==> config.mk <==
export PLATFORM = sky130hd
export DESIGN_NAME = port_bank
export DESIGN_NICKNAME = d
export VERILOG_FILES = /design/src/rtl/port_bank.sv
export SDC_FILE = /design/constraint.sdc
export NUM_CORES = 1
export LEC_CHECK = 0
export ABC_AREA = 1
export CAP_MARGIN = 20
export CORE_ASPECT_RATIO = 1.25
export CORE_MARGIN = 8
export CORE_UTILIZATION = 47
export CTS_BUF_LIST = sky130_fd_sc_hd__clkbuf_8
export CTS_CLUSTER_DIAMETER = 80
export CTS_CLUSTER_SIZE = 16
export DETAILED_ROUTE_END_ITERATION = 10
export GPL_ROUTABILITY_DRIVEN = 0
export PLACE_DENSITY = 0.79
export RECOVER_POWER = 50
export SLEW_MARGIN = 20
export SYNTH_ARGS = -nofsm -noshare
export SYNTH_HDL_FRONTEND = slang
export SYNTH_SLANG_ARGS = --single-unit
export TNS_END_PERCENT = 20
==> constraint.sdc <==
create_clock -name clk -period 1.6 [get_ports clk]
set_input_delay 0.32 -clock clk [delete_from_list [all_inputs] [get_ports clk]]
set_output_delay 0.32 -clock clk [all_outputs]
set_load 0.01 [all_outputs]
==> src/rtl/port_bank.sv <==
// Quasi-bidirectional GPIO bank: per-port output latches, two-flop pad synchronisers, byte/bit access.
// Optional falling-edge pending flags and interrupt when PORT_EDGE_IRQ_EN is defined.
module port_bank #(
  parameter int unsigned WIDTH  = 8,
  parameter int unsigned NPORTS = 4,
  parameter int unsigned SELW   = 2
) (
  input  logic                     clk,
  input  logic                     reset_n,
  input  logic [SELW-1:0]          sel,
  input  logic                     en,
  input  logic                     oe,
  input  logic                     rd_latch,
  input  logic                     Bb,
  input  logic [WIDTH-1:0]         position,
  input  logic [WIDTH-1:0]         din,
  input  logic                     bin,
  output logic [WIDTH-1:0]         dout,
  output logic                     bout,
  input  logic [NPORTS*WIDTH-1:0]  pin_in,
  output logic [NPORTS*WIDTH-1:0]  pin_out,
  output logic [NPORTS*WIDTH-1:0]  pin_oe,
  input  logic                     clr_pend,
  output logic                     irq
);

  localparam int unsigned PW = NPORTS * WIDTH;

  logic [PW-1:0]    latch_q, latch_d;
  logic [PW-1:0]    sync1_q, sync2_q;
  logic [WIDTH-1:0] src;
  logic [WIDTH-1:0] wr_word;
  logic             pend_sel;

  // Write path: byte load or masked bit load into the addressed port; out-of-range sel matches nothing.
  always_comb begin
    latch_d = latch_q;
    wr_word = '0;
    if (en) begin
      for (int unsigned k = 0; k < NPORTS; k++) begin
        if (sel == SELW'(k)) begin
          if (Bb) begin
            wr_word = din;
          end else begin
            wr_word = (latch_q[k*WIDTH +: WIDTH] & ~position) | (position & {WIDTH{bin}});
          end
          latch_d[k*WIDTH +: WIDTH] = wr_word;
        end
      end
    end
  end

  always_ff @(posedge clk or negedge reset_n) begin
    if (!reset_n) begin
      latch_q <= '1;
      sync1_q <= '1;
      sync2_q <= '1;
    end else begin
      latch_q <= latch_d;
      sync1_q <= pin_in;
      sync2_q <= sync1_q;
    end
  end

  // A latch 0 pulls the pad low; a latch 1 releases it to the pull-up.
  assign pin_out = latch_q;
  assign pin_oe  = ~latch_q;

  assign pend_sel = (32'(sel) == NPORTS);

`ifdef PORT_EDGE_IRQ_EN
  logic [PW-1:0] sync3_q;
  logic [PW-1:0] pend_q, pend_d;
  logic [PW-1:0] clr_mask;
  logic          irq_q;

  // Set has priority over a same-cycle write-1-to-clear.
  always_comb begin
    clr_mask = '0;
    if (clr_pend) begin
      for (int unsigned k = 0; k < NPORTS; k++) begin
        if (sel == SELW'(k)) begin
          clr_mask[k*WIDTH +: WIDTH] = din;
        end
      end
    end
    pend_d = (pend_q & ~clr_mask) | (sync3_q & ~sync2_q);
  end

  always_ff @(posedge clk or negedge reset_n) begin
    if (!reset_n) begin
      sync3_q <= '1;
      pend_q  <= '0;
      irq_q   <= 1'b0;
    end else begin
      sync3_q <= sync2_q;
      pend_q  <= pend_d;
      irq_q   <= |pend_q;
    end
  end

  assign irq = irq_q;
`else
  logic unused_clr_pend;
  assign unused_clr_pend = clr_pend;
  assign irq = 1'b0;
`endif

  // Combinational read; sees pre-write latch contents during a same-cycle write.
  always_comb begin
    src  = '0;
    dout = '0;
    bout = 1'b0;
    for (int unsigned k = 0; k < NPORTS; k++) begin
      if (sel == SELW'(k)) begin
        src = rd_latch ? latch_q[k*WIDTH +: WIDTH] : sync2_q[k*WIDTH +: WIDTH];
      end
    end
    if (oe) begin
      if (Bb) begin
        dout = src;
      end else begin
        bout = |(src & position);
      end
    end
`ifdef PORT_EDGE_IRQ_EN
    if (oe && rd_latch && Bb && pend_sel) begin
      dout = pend_q[WIDTH-1:0];
    end
`else
    if (pend_sel) begin
      dout = '0;
    end
`endif
  end

endmodule

== Word-level counts from Yosys, hierarchy flattened ==
Index checks and enable logic that the tools add are counted.

* Word-level logic and storage cells: 43
* Register bits after elaboration: 96
* Output and inout bits: 74

* Reductions and logical operators: 6
* Equal/unequal tests: 3
* Mux-type cells: 16
* Bitwise operators: 12

{| class="wikitable"
|+ Operator list
! cell !! number
|-
| 8-bit two-way mux || 14
|-
| 8-bit bitwise AND || 6
|-
| 32-bit NOT || 1
|-
| 8-bit OR || 4
|-
| 8-bit NOT || 1
|-
| 2-bit AND reduction || 4
|-
| 8-bit OR reduction || 1
|-
| 2-bit == test (second input constant) || 2
|-
| 2-bit by 1-bit == test with 1-bit output (second input constant) || 1
|-
| 2-bit logical NOT || 1
|-
| 1-bit two-way mux || 2
|}

== Longest topological paths before layout ==
* Depth in word-level cells: 9
* Gate-level depth with buffers: 12
* Gate-level depth less buffers: 10

== Least setup slack after synthesis ==
Ideal clock, no wire load.

* Kind: input-to-output
* Start point: input port rd_latch
* End point: output port bout
* Path slack: 0.012 ns
* Buffers on the path: 2
* Stages on the path: 11
* Arrival time: 1.268 ns
* Cell sequence: buf_4 > inv_2 > buf_4 > nand2_1 > nand3_1 > nand2_1 > nor2_1 > nand2_1 > nand2_1 > nor2_1 > a21oi_1

* Word-level cells in the longest chain between the ends: 9
* Elaborated cells between the ends (all ways): 12
* Those cells by class: 10 x mux; 1 x bitwise; 1 x reduce/logical

{| class="wikitable"
|+ Ends and longest elaborated chain
! item !! RTL line !! source
|-
| from (decl) || 13 || <nowiki>input logic rd_latch,</nowiki>
|-
| 8-bit two-way mux || 116 || <nowiki>src = rd_latch ? latch_q[k*WIDTH +: WIDTH] : sync2_q[k*WIDTH +: WIDTH];</nowiki>
|-
| 8-bit two-way mux (3 in series) || 115 || <nowiki>if (sel == SELW'(k)) begin</nowiki>
|-
| 8-bit two-way mux * || 115 ||
|-
| 8-bit bitwise AND * || 123 || <nowiki>bout = |(src & position);</nowiki>
|-
| 8-bit OR reduction * || 123 ||
|-
| 1-bit two-way mux * || 120 || <nowiki>if (Bb) begin</nowiki>
|-
| 1-bit two-way mux * || 119 || <nowiki>if (oe) begin</nowiki>
|-
| to (decl) || 19 || <nowiki>output logic bout,</nowiki>
|}

Every way passes the cells marked *; elsewhere a longest branch is shown, timed or not.

==> flow_summary_export.csv <==
group,metric,value,unit
power,power.share.sequential,0.460,
job,drv_cap,0,
yosys,synth_nets,487,
status,failed_checks,"negative setup slack",
placement,placed_cells,727,
power,peakVddDrop,0.777,mV
yosys,yosysSeqAreaShare,0.638,
critical_path,crit_arrival,1.82,ns
worst_hold_path,holdPathStages,1,
critical_path,critPathLaunchType,"flip-flop",
yosys,yosysWarnings,0,
critical_path,required,1.28,ns
timing,hold_viol,0,
power,combPwrFrac,0.304,
power,power,6.50,mW
placement,port_buffers,129,
critical_path,reg2regPathDepth,4,
final_layout,fill_cells,529,
drt,drt-vias-per-instance,5.15,
die,initial_utilization,0.482,
power,leakagePower,2.96,nW
die,die_width,98.0,microns
timing,fmax,0.467,GHz
die,dieArea,11600,sq um
yosys,synth_edf_count,0,
cts,root_buffer,"clkbuf_8",
worst_hold_path,holdCritPathClass,"input port to flip-flop",
timing,setup_violations,11,
final_layout,finalNetCount,709,
power,clkPwrFrac,0.236,
timing,whs,0.347,ns
yosys,yosysTopAreaCellShare,0.638,
yosys,post-synth-top-count-cell,"nand2_1",
global_routing,grt_max_degree,97,
yosys,syn-instance-count,429,
final_layout,multiInputGateArea,1360,sq um
timing,worst_slack,-0.540,ns
yosys,synthTopCellsByCount,"nand2_1 (123), dfstp_2 (96), nor2_1 (56)",
drt,vias,3880,
timing,drv_slew,0,
drt,drt-total-wl,13.2,mm
yosys,avgSynthCellArea,9.21,sq um
yosys,ys_types,17,
placement,post-dp-hpwl,9.47,mm
power,powerDensity,1050,nW/um^2
timing,slew_headroom,0.178,
power,power_switching,2.07,mW
cts,cts.clk_slew.worst_paths,0.09,ns
status,status,"finished, violations left",
global_routing,grt_pass1_vias,3984,
cts,cts_tree,"done",
cts,cts.sinks,96,
power,intPower,4.43,mW
die,coreArea,8190,sq um
drt,drt_iter0_drc,239,
yosys,netlist_area,3950,sq um
critical_path,cp_max_fo,2,
global_routing,grt_use_total,0.224,
yosys,synth-main-ff-cell,"dfstp_2",
timing,worst_pin_slew,1.23,ns
yosys,yosys.area.top_type,"dfstp_2",
drt,drtPass1Iterations,4,
timing,rsz0062_at_grt,"yes",
cts,holdBufCountCts,0,
yosys,ys_seq_elements,96,
timing,timing.final.crit_share,1.34,
power,swShare,0.318,
final_layout,final_util,0.753,
die,die_h,119,microns
cts,cts_max_level,3,
critical_path,timing_worst_setup_path_type,"flip-flop to output port",
final_layout,finalNonFillerCells,754,
global_routing,overflow,0,
timing,fin_crit,2.14,ns
global_routing,antenna_found_initial,1,
cts,cts_max_path_buffers,2,
final_layout,seq_area,2520,sq um
final_layout,area_growth,56.1,%
drt,drt.antenna.violating_nets,0,
die,num_rows,37,
yosys,async_reset_ff_frac,1.00,
drt,drcViolationCount,0,
drt,wl_per_cell,17.5,microns
timing,skew,0.00805,ns
placement,pre_cts_ws,-1.13,ns
final_layout,drive_gt1_frac,0.526,
global_routing,grt_pass1_wl,20.2,mm
cts,cts_made_buffers,9,
critical_path,cp-end-kind,"output port",
yosys,yosys-top-cells-area,"dfstp_2 (64%), nand2_1 (12%), nor2_1 (5.3%)",
die,ios,132,
cts,worstSkewPairLatency,0.38,ns
-- metal layers --
layer / global-route usage / up-vias / part of all wire
met2: 0.384 / 208 / 0.51
met4: 0.147 / 0 / 0.048
li1: - / 1783 / -
met5: 0 / - / 0
met1: 0.240 / 1841 / 0.36
met3: 0.0564 / 48 / 0.080
-- repair_timing --
action,4_1_cts,5_1_grt
buffers inserted,3,7
pin swaps,22,25
endpoints found under the setup margin,105,56
gates resized for setup,265,68
-- cell families (layout without fill, tap and decap cells) --
logic type             count (synthesis)  after routing  share of synthesized area
muxes                                  1              1                    0.00253
and+or+nand+nor                      224            224                      0.231
other                                  1              2                   0.000949
buffers and inverters                 65            292                     0.0674
AOI/OAI and AO/OA                     42             42                     0.0598
DFF                                   96             96                      0.638
-- final timing paths --
check	from	endpoint	slack, ns
min reg2reg	sync1_q[2]	sync2_q[2]	0.36
max	flip-flop	bout	-0.54
max reg2reg	flip-flop	flip-flop	0.55
max in group asynchronous	reset_n	sync2_q[26]	0.70
min	pin_in[13]	sync1_q[13]	0.35
min in group asynchronous	reset_n	sync2_q[4]	0.82
-- stage by stage --
step	instance area [sq um]	setup TNS [ns]
global placement	5970	-19.37
detailed placement	5970	-23.34
floorplan	3950	0
finish	6170	-2.85
global route	6170	-3.56
CTS	6040	-3.09
-- final cells by class --
class                      count  share of cell area
inverter                      55              0.0349
antenna                        1            0.000406
tap                           97              0.0197
multi-input combinational    268               0.220
clock buffer                   9              0.0201
clock inverter                 7              0.0103
sequential                    96               0.409
timing repair buffer         221               0.285
-- layout by cell type (no fill, tap or decap), types with 3 or more instances in the layout --
cell type,count
o21ai_0,28
buf_6,10
nand2_1,104
dlygate4sd3_1,26
clkinvlp_4,3
inv_2,17
clkbuf_2,4
dlygate4sd2_1,8
nor2_4,4
buf_4,88
inv_1,35
nand3_1,21
buf_12,3
nor2_1,48
clkdlybuf4s50_1,25
nor2_2,6
clkbuf_8,9
a22o_1,6
nand2_2,20
dfstp_2,96
buf_2,50
nand3_2,17
a21oi_1,5
-- power by group through the flow --
stage | clock [mW] | combinational [mW] | sequential, mW
after detailed placement | 0 | 2.08 | 3.02
after global routing | 1.66 | 2.13 | 3.01
final | 1.53 | 1.98 | 2.99
after floorplan | 0 | 0.538 | 3.09
after CTS | 1.56 | 1.91 | 2.99
after global placement | 0 | 2.04 | 3.01
-- worst max-delay path: stages, from the launching register on --
cell and delay (ns):
dfstp_2 0.54, inv_1 0.05, nand2_1 0.08, nand3_1 0.12, nand2_2 0.12, o21ai_1 0.09, nand2_1 0.07, nor2_1 0.04
a21oi_1 0.14, buf_2 0.18
Power figures use the tool's default switching activity.
